`config.mk`:
```
export PLATFORM = sky130hd
export DESIGN_NAME = fib_arbiter
export DESIGN_NICKNAME = d
export VERILOG_FILES = /design/src/rtl/fib_arbiter_pkg.sv /design/src/rtl/rr_priority_picker.sv /design/src/rtl/fib_arbiter.sv
export SDC_FILE = /design/constraint.sdc
export NUM_CORES = 1
export LEC_CHECK = 0
export CORE_MARGIN = 2
export CORE_UTILIZATION = 55
export DETAILED_ROUTE_END_ITERATION = 10
export DONT_BUFFER_PORTS = 1
export PLACE_DENSITY = 0.8
export SLEW_MARGIN = 0
export SYNTH_ARGS = -nofsm -noshare
export SYNTH_HDL_FRONTEND = slang
export SYNTH_SLANG_ARGS = --single-unit
```
`constraint.sdc`:
```
create_clock -name clk -period 3.55 [get_ports clk]
set_input_delay 0.71 -clock clk [delete_from_list [all_inputs] [get_ports clk]]
set_output_delay 0.71 -clock clk [all_outputs]
set_load 0.02 [all_outputs]
```
`src/rtl/fib_arbiter_pkg.sv`:
```
// fib_arbiter_pkg: shared types and helpers for the fib core arbiter.
//   - fib_arb_state_e : arbiter FSM states
//   - FIB_DATA_W      : default argument/result width of the fib core
//   - grant_idx_w()   : width of a grant index for a given requester count
package fib_arbiter_pkg;

  localparam int FIB_DATA_W = 32;

  typedef enum logic [2:0] {
    ST_IDLE    = 3'd0,
    ST_START   = 3'd1,
    ST_WAIT    = 3'd2,
    ST_ACCEPT  = 3'd3,
    ST_RESPOND = 3'd4
  } fib_arb_state_e;

  // Never return 0 so that a 1-bit index exists even for degenerate counts.
  function automatic int grant_idx_w(input int num_req);
    int w;
    w = $clog2(num_req);
    return (w < 1) ? 1 : w;
  endfunction

endpackage

```
`src/rtl/rr_priority_picker.sv`:
```
// rr_priority_picker: combinational round-robin selector.
// Searches req_valid starting at last_grant+1 and wrapping, returning the
// first pending requester.
// Ports:
//   req_valid  in  NUM_REQ  pending request bits
//   last_grant in  IDX_W    index granted most recently
//   grant_oh   out NUM_REQ  one-hot selected requester (0 if none)
//   grant_idx  out IDX_W    index of the selected requester
//   any_req    out 1        at least one request pending
module rr_priority_picker
  import fib_arbiter_pkg::*;
#(
  parameter int NUM_REQ = 4,
  parameter int IDX_W   = grant_idx_w(NUM_REQ)
) (
  input  logic [NUM_REQ-1:0] req_valid,
  input  logic [IDX_W-1:0]   last_grant,
  output logic [NUM_REQ-1:0] grant_oh,
  output logic [IDX_W-1:0]   grant_idx,
  output logic               any_req
);

  logic             hit_s;
  logic [IDX_W-1:0] pos_s;

  // Rotating first-set-bit search; offset NUM_REQ lands back on last_grant
  // so a lone repeat requester is still found.
  always_comb begin
    grant_oh  = '0;
    grant_idx = '0;
    hit_s     = 1'b0;
    pos_s     = '0;
    for (int i = 1; i <= NUM_REQ; i++) begin
      pos_s = IDX_W'((int'(last_grant) + i) % NUM_REQ);
      if (!hit_s && req_valid[pos_s]) begin
        hit_s           = 1'b1;
        grant_idx       = pos_s;
        grant_oh[pos_s] = 1'b1;
      end else begin
        hit_s = hit_s;
      end
    end
  end

  assign any_req = |req_valid;

endmodule

```
`src/rtl/fib_arbiter.sv`:
```
// fib_arbiter: round-robin controller sharing one fib core among NUM_REQ
// requesters. Takes n from the granted requester, runs the core's
// ready/valid/accept handshake and returns the result to that requester.
// Optional feature macro: FIB_ARBITER_TIMEOUT_EN (WAIT watchdog, rsp_err).
// Ports:
//   clk, rst          clock / synchronous active-high reset
//   req_valid, req_n  requester side: pending bits and packed arguments
//   req_ready         one-hot 1-cycle pulse: request taken
//   rsp_valid         one-hot: result available for that requester
//   rsp_data, rsp_err result and timeout flag
//   rsp_accept        requester consumes its result
//   busy              high in every state except IDLE
//   fib_ready, fib_in_n, fib_accept  drive the core
//   fib_valid, fib_out_0             core result
module fib_arbiter
  import fib_arbiter_pkg::*;
#(
  parameter int NUM_REQ        = 4,
  parameter int DATA_W         = FIB_DATA_W,
  parameter int TIMEOUT_CYCLES = 1024
) (
  input  logic                      clk,
  input  logic                      rst,
  input  logic [NUM_REQ-1:0]        req_valid,
  input  logic [NUM_REQ*DATA_W-1:0] req_n,
  output logic [NUM_REQ-1:0]        req_ready,
  output logic [NUM_REQ-1:0]        rsp_valid,
  output logic [DATA_W-1:0]         rsp_data,
  output logic                      rsp_err,
  input  logic [NUM_REQ-1:0]        rsp_accept,
  output logic                      busy,
  output logic                      fib_ready,
  output logic [DATA_W-1:0]         fib_in_n,
  input  logic                      fib_valid,
  input  logic [DATA_W-1:0]         fib_out_0,
  output logic                      fib_accept
);

  localparam int IDX_W = grant_idx_w(NUM_REQ);
  localparam logic [IDX_W-1:0] LAST_INIT = IDX_W'(NUM_REQ - 1);

  fib_arb_state_e      state_r, state_nx;
  logic [IDX_W-1:0]    grant_r, grant_nx;
  logic [IDX_W-1:0]    last_grant_r, last_grant_nx;
  logic [DATA_W-1:0]   result_r, result_nx;
  logic [NUM_REQ-1:0]  req_ready_r, req_ready_nx;
  logic [NUM_REQ-1:0]  rsp_valid_r, rsp_valid_nx;
  logic [DATA_W-1:0]   rsp_data_r, rsp_data_nx;
  logic                busy_r, busy_nx;
  logic                fib_ready_r, fib_ready_nx;
  logic [DATA_W-1:0]   fib_in_n_r, fib_in_n_nx;
  logic                fib_accept_r, fib_accept_nx;

  logic [NUM_REQ-1:0]  pick_oh_s;
  logic [IDX_W-1:0]    pick_idx_s;
  logic                pick_any_s;
  logic [DATA_W-1:0]   n_sel_s;
  logic [NUM_REQ-1:0]  grant_oh_s;

`ifdef FIB_ARBITER_TIMEOUT_EN
  localparam int TMO_W = $clog2(TIMEOUT_CYCLES + 1);
  logic [TMO_W-1:0]    tmo_cnt_r, tmo_cnt_nx;
  logic                rsp_err_r, rsp_err_nx;
`endif

  rr_priority_picker #(
    .NUM_REQ (NUM_REQ),
    .IDX_W   (IDX_W)
  ) u_picker (
    .req_valid  (req_valid),
    .last_grant (last_grant_r),
    .grant_oh   (pick_oh_s),
    .grant_idx  (pick_idx_s),
    .any_req    (pick_any_s)
  );

  // Argument of the requester the picker currently selects.
  always_comb begin
    n_sel_s = '0;
    for (int i = 0; i < NUM_REQ; i++) begin
      n_sel_s = (pick_idx_s == IDX_W'(i)) ? req_n[i*DATA_W +: DATA_W] : n_sel_s;
    end
  end

  assign grant_oh_s = {{(NUM_REQ-1){1'b0}}, 1'b1} << grant_r;

  // Next-state and next-output logic; outputs are computed one cycle ahead
  // so every port comes straight from a flop.
  always_comb begin
    state_nx      = state_r;
    grant_nx      = grant_r;
    last_grant_nx = last_grant_r;
    result_nx     = result_r;
    req_ready_nx  = '0;
    fib_ready_nx  = 1'b0;
    fib_accept_nx = 1'b0;
    fib_in_n_nx   = fib_in_n_r;
    rsp_valid_nx  = rsp_valid_r;
    rsp_data_nx   = rsp_data_r;
`ifdef FIB_ARBITER_TIMEOUT_EN
    tmo_cnt_nx    = tmo_cnt_r;
    rsp_err_nx    = rsp_err_r;
`endif
    case (state_r)
      ST_IDLE: begin
        if (pick_any_s) begin
          grant_nx     = pick_idx_s;
          fib_in_n_nx  = n_sel_s;
          req_ready_nx = pick_oh_s;
          fib_ready_nx = 1'b1;
          state_nx     = ST_START;
        end else begin
          state_nx = ST_IDLE;
        end
      end
      ST_START: begin
        state_nx = ST_WAIT;
`ifdef FIB_ARBITER_TIMEOUT_EN
        tmo_cnt_nx = '0;
`endif
      end
      ST_WAIT: begin
        // A result arriving in the expiry cycle takes the normal path.
        if (fib_valid) begin
          result_nx     = fib_out_0;
          fib_accept_nx = 1'b1;
          state_nx      = ST_ACCEPT;
        end else begin
`ifdef FIB_ARBITER_TIMEOUT_EN
          if (tmo_cnt_r == TMO_W'(TIMEOUT_CYCLES - 1)) begin
            rsp_valid_nx = grant_oh_s;
            rsp_data_nx  = '0;
            rsp_err_nx   = 1'b1;
            state_nx     = ST_RESPOND;
          end else begin
            tmo_cnt_nx = tmo_cnt_r + TMO_W'(1);
          end
`else
          state_nx = ST_WAIT;
`endif
        end
      end
      ST_ACCEPT: begin
        rsp_valid_nx = grant_oh_s;
        rsp_data_nx  = result_r;
        state_nx     = ST_RESPOND;
      end
      ST_RESPOND: begin
        // Only the granted requester's accept bit matters.
        if (rsp_accept[grant_r]) begin
          rsp_valid_nx  = '0;
          rsp_data_nx   = '0;
          fib_in_n_nx   = '0;
          last_grant_nx = grant_r;
          state_nx      = ST_IDLE;
`ifdef FIB_ARBITER_TIMEOUT_EN
          rsp_err_nx    = 1'b0;
`endif
        end else begin
          state_nx = ST_RESPOND;
        end
      end
      default: begin
        state_nx = ST_IDLE;
      end
    endcase
    busy_nx = (state_nx != ST_IDLE);
  end

  // State, context and output registers.
  always_ff @(posedge clk) begin
    if (rst) begin
      state_r      <= ST_IDLE;
      grant_r      <= '0;
      last_grant_r <= LAST_INIT;
      result_r     <= '0;
      req_ready_r  <= '0;
      rsp_valid_r  <= '0;
      rsp_data_r   <= '0;
      busy_r       <= 1'b0;
      fib_ready_r  <= 1'b0;
      fib_in_n_r   <= '0;
      fib_accept_r <= 1'b0;
`ifdef FIB_ARBITER_TIMEOUT_EN
      tmo_cnt_r    <= '0;
      rsp_err_r    <= 1'b0;
`endif
    end else begin
      state_r      <= state_nx;
      grant_r      <= grant_nx;
      last_grant_r <= last_grant_nx;
      result_r     <= result_nx;
      req_ready_r  <= req_ready_nx;
      rsp_valid_r  <= rsp_valid_nx;
      rsp_data_r   <= rsp_data_nx;
      busy_r       <= busy_nx;
      fib_ready_r  <= fib_ready_nx;
      fib_in_n_r   <= fib_in_n_nx;
      fib_accept_r <= fib_accept_nx;
`ifdef FIB_ARBITER_TIMEOUT_EN
      tmo_cnt_r    <= tmo_cnt_nx;
      rsp_err_r    <= rsp_err_nx;
`endif
    end
  end

  assign req_ready  = req_ready_r;
  assign rsp_valid  = rsp_valid_r;
  assign rsp_data   = rsp_data_r;
  assign busy       = busy_r;
  assign fib_ready  = fib_ready_r;
  assign fib_in_n   = fib_in_n_r;
  assign fib_accept = fib_accept_r;
`ifdef FIB_ARBITER_TIMEOUT_EN
  assign rsp_err    = rsp_err_r;
`else
  assign rsp_err    = 1'b0;
`endif

endmodule
```
==> flow_summary.ini <==
[setup_path]
cp.depth = 8
reg2reg_slack_ns = 0.27
cp_num_buf_inv = 1
arrival_ns = 3.67
r2r-end = fib_in_n[13]
reg2reg_depth = 8
r2r_start = last_grant_r[0]
worstPathMaxFanout = 23
critical-path-max-stage-delay_ns = 0.59
cp.required_ns = 3.94
critPathKind = reg2reg
crit_slowest_cell = mux4_2
critPathTopFamily = compound AO/OA/AOI/OAI gates
cp-end-kind = flop
start_kind = flop
path_cells = inv_1, ha_1, nand2b_1, o211a_1, a211o_1, nand2_2, mux4_2, a22o_1
startpoint = last_grant_r[0]

[sta]
hold_viol_final = 0
maxSlewHeadroom_pct = 27.7
period_share_pct = 92.4
finalSetupViolations = 0
min_period_ns = 3.28
fin_worst_skew_ns = 0.0180
rsz0062_at_grt = no
hold_slack_ns = 0.266
slew_violations = 0
setup-tns-final_ns = 0
fmax_ghz = 0.305
worst_slew_pin_slew_ns = 1.08

[cts]
cts_max_path_buffers = 2
postCtsHoldBufs = 0
root_buffer = clkbuf_8
cts_setup_buffers = 0
ctsResizeCount = 0
cts_tree = yes
htree_num_levels = 4
cts_buffers = 17
cts_num_sinks = 114
cts.reportedPaths.clkPinSlew_ns = 0.06
insertion_delay_ns = 0.51

[route]
drtIter0Drc = 442
wl_per_cell_um = 20.1
drc = 0
ant_nets = 0
viasPerCell = 6.42
dr.pass1.iters = 5
vias = 4959
drt_wl_total_um = 15500

[place]
finalWeightedCongestion = 0.825
dp_hpwl_um = 10900
io_buffers = 0
place_area_um2 = 5590

[finish]
nFillCells = 858
diodes = 0
final_util_pct = 60.9
area_growth_pct = 9.18
stdcell_area_um2 = 6170
finalNetCount = 803
layout-drive-gt1-share_pct = 14.6

[power]
swShare_pct = 35.8
power_density_nw_per_um2 = 737
internal_power_mw = 2.92
pwr-share-comb_pct = 22.0
clockPowerShare_pct = 36.3
power.total_mw = 4.55
sequentialPowerShare_pct = 41.7
vdd_drop_max_mv = 0.420
p_leak_nw = 2.18
power_switching_mw = 1.63

[logic_synthesis]
netlist.area_leader.share_pct = 40.4
yosys.cell_count.top_type = nand2_1
synthFlopType = dfxtp_1
synth_area_um2 = 5650
ys_types = 47
avgSynthCellArea_um2 = 8.61
synth_area_leader_cell = dfxtp_1
synth-seq-cells = 114
synthTopCellsByArea = dfxtp_1 (40%), nand2_1 (8.9%), a21oi_1 (7.1%), o41ai_2 (5.8%), nor3_1 (5.6%)
async_flop_share_pct = 0
synth-seq-area-share_pct = 40.4
yosys-top-cells-count = nand2_1 (134), dfxtp_1 (114), a21oi_1 (80)
postSynthNetCount = 836
yosys_warnings = 0
synth_cells = 657
synth-edff-count = 0

[global_routing]
grt_first_pass_wirelength_um = 23600
antenna_found_initial = 0
first_global_vias = 4657
grt_max_degree = 80
grtUsageTotal_pct = 26.7
overflow = 0

[hold_path]
hold_class = in2reg
hold_end = result_r[18]
whs_path_depth = 1
min-delay-start = rst

[die]
fp-row-count = 37
initial_core_util_pct = 55.8
ios = 247
die_height_um = 105
die_w_um = 105
dieArea_um2 = 11100
core_area_um2 = 10100

[run]
drv_cap = 0

[run_status]
outcome = complete, no violations
-- per-stage QoR --
stage | worst slack [ns] | instances
after floorplan | 0.609 | 657
after global placement | 0.503 | 741
after detailed placement | 0.292 | 741
after CTS | 0.291 | 772
after global routing | 0.0906 | 772
final | 0.271 | 772
-- cells in the final DEF (no fill, tap or decap), drive strengths merged, types with 2 or more instances in the layout --
cell	n
nor4	3
o211a	2
nor3	63
o211ai	4
nor2	10
a21o	2
or3	2
buf	13
mux4	12
dfxtp	114
a22o	9
a211oi	3
clkbuf	18
mux2i	9
nor2b	4
nand4	6
bufinv	2
clkinvlp	4
clkinv	3
nand2	135
o31ai	21
a21oi	81
nand3	37
o41ai	20
inv	15
nand2b	2
ha	8
nand3b	4
o21ai	9
a211o	4
mux2	7
-- worst register-to-register path: stages, from the launching register on --
cell and delay (ns):
dfxtp_1 0.35, inv_1 0.14, ha_1 0.48, nand2b_1 0.25, o211a_1 0.21, a211o_1 0.44
nand2_2 0.51, mux4_2 0.60, a22o_1 0.20
-- worst max-delay path by stage --
stage	end	slack [ns]
global route	fib_in_n[13]	0.09
detailed placement	fib_in_n[14]	0.29
floorplan	fib_in_n[11]	0.61
CTS	fib_in_n[14]	0.29
global placement	fib_in_n[3]	0.50
finish	fib_in_n[13]	0.27
-- state kept, by name, summed over array words and instances (netlist names), 2 cells and up --
register,count
rsp_data,32
last_grant_r,2
req_ready,4
grant_r,2
rsp_valid,4
result_r,32
state_r,3
fib_in_n,32
-- final cells by class --
class                   instances  area (um^2)  share of cell area (%)
well taps                     136          170                    2.76
clock inverters                13          151                    2.45
clock buffers                  18          428                    6.93
repair buffers                 13          110                    1.78
flip-flops and latches        114         2280                    37.0
multi-input cells             467         2990                    48.4
inverters                      11         41.3                   0.669
-- logic make-up (layout without fill, tap and decap cells) --
group	count (synthesis)	after routing	share of synthesized area, %
compound gates	160	160	21.6
xor+xnor	1	1	0.155
fa+ha+maj	8	8	1.77
buf+inv	76	55	6.86
flops	114	114	40.4
mux	28	28	7.77
other cells	1	1	0.0663
simple gates	269	269	21.4
-- power by group through the flow --
stage	Combinational, mW	Sequential (mW)	Clock (mW)
floorplan	0.870	1.86	0
global placement	0.945	1.91	0
detailed placement	0.994	1.92	0
CTS	1.00	1.89	1.67
global route	1.09	1.92	1.73
finish	1.00	1.90	1.65
-- metal layers --
metal	vias to the layer above	global-route usage [%]	part of all wire, %
met5	-	0	0
met4	0	13.2	2.9
met3	34	10.9	11
met2	248	43.2	49
met1	2390	30.5	38
li1	2287	-	-
Power figures use the tool's default switching activity.
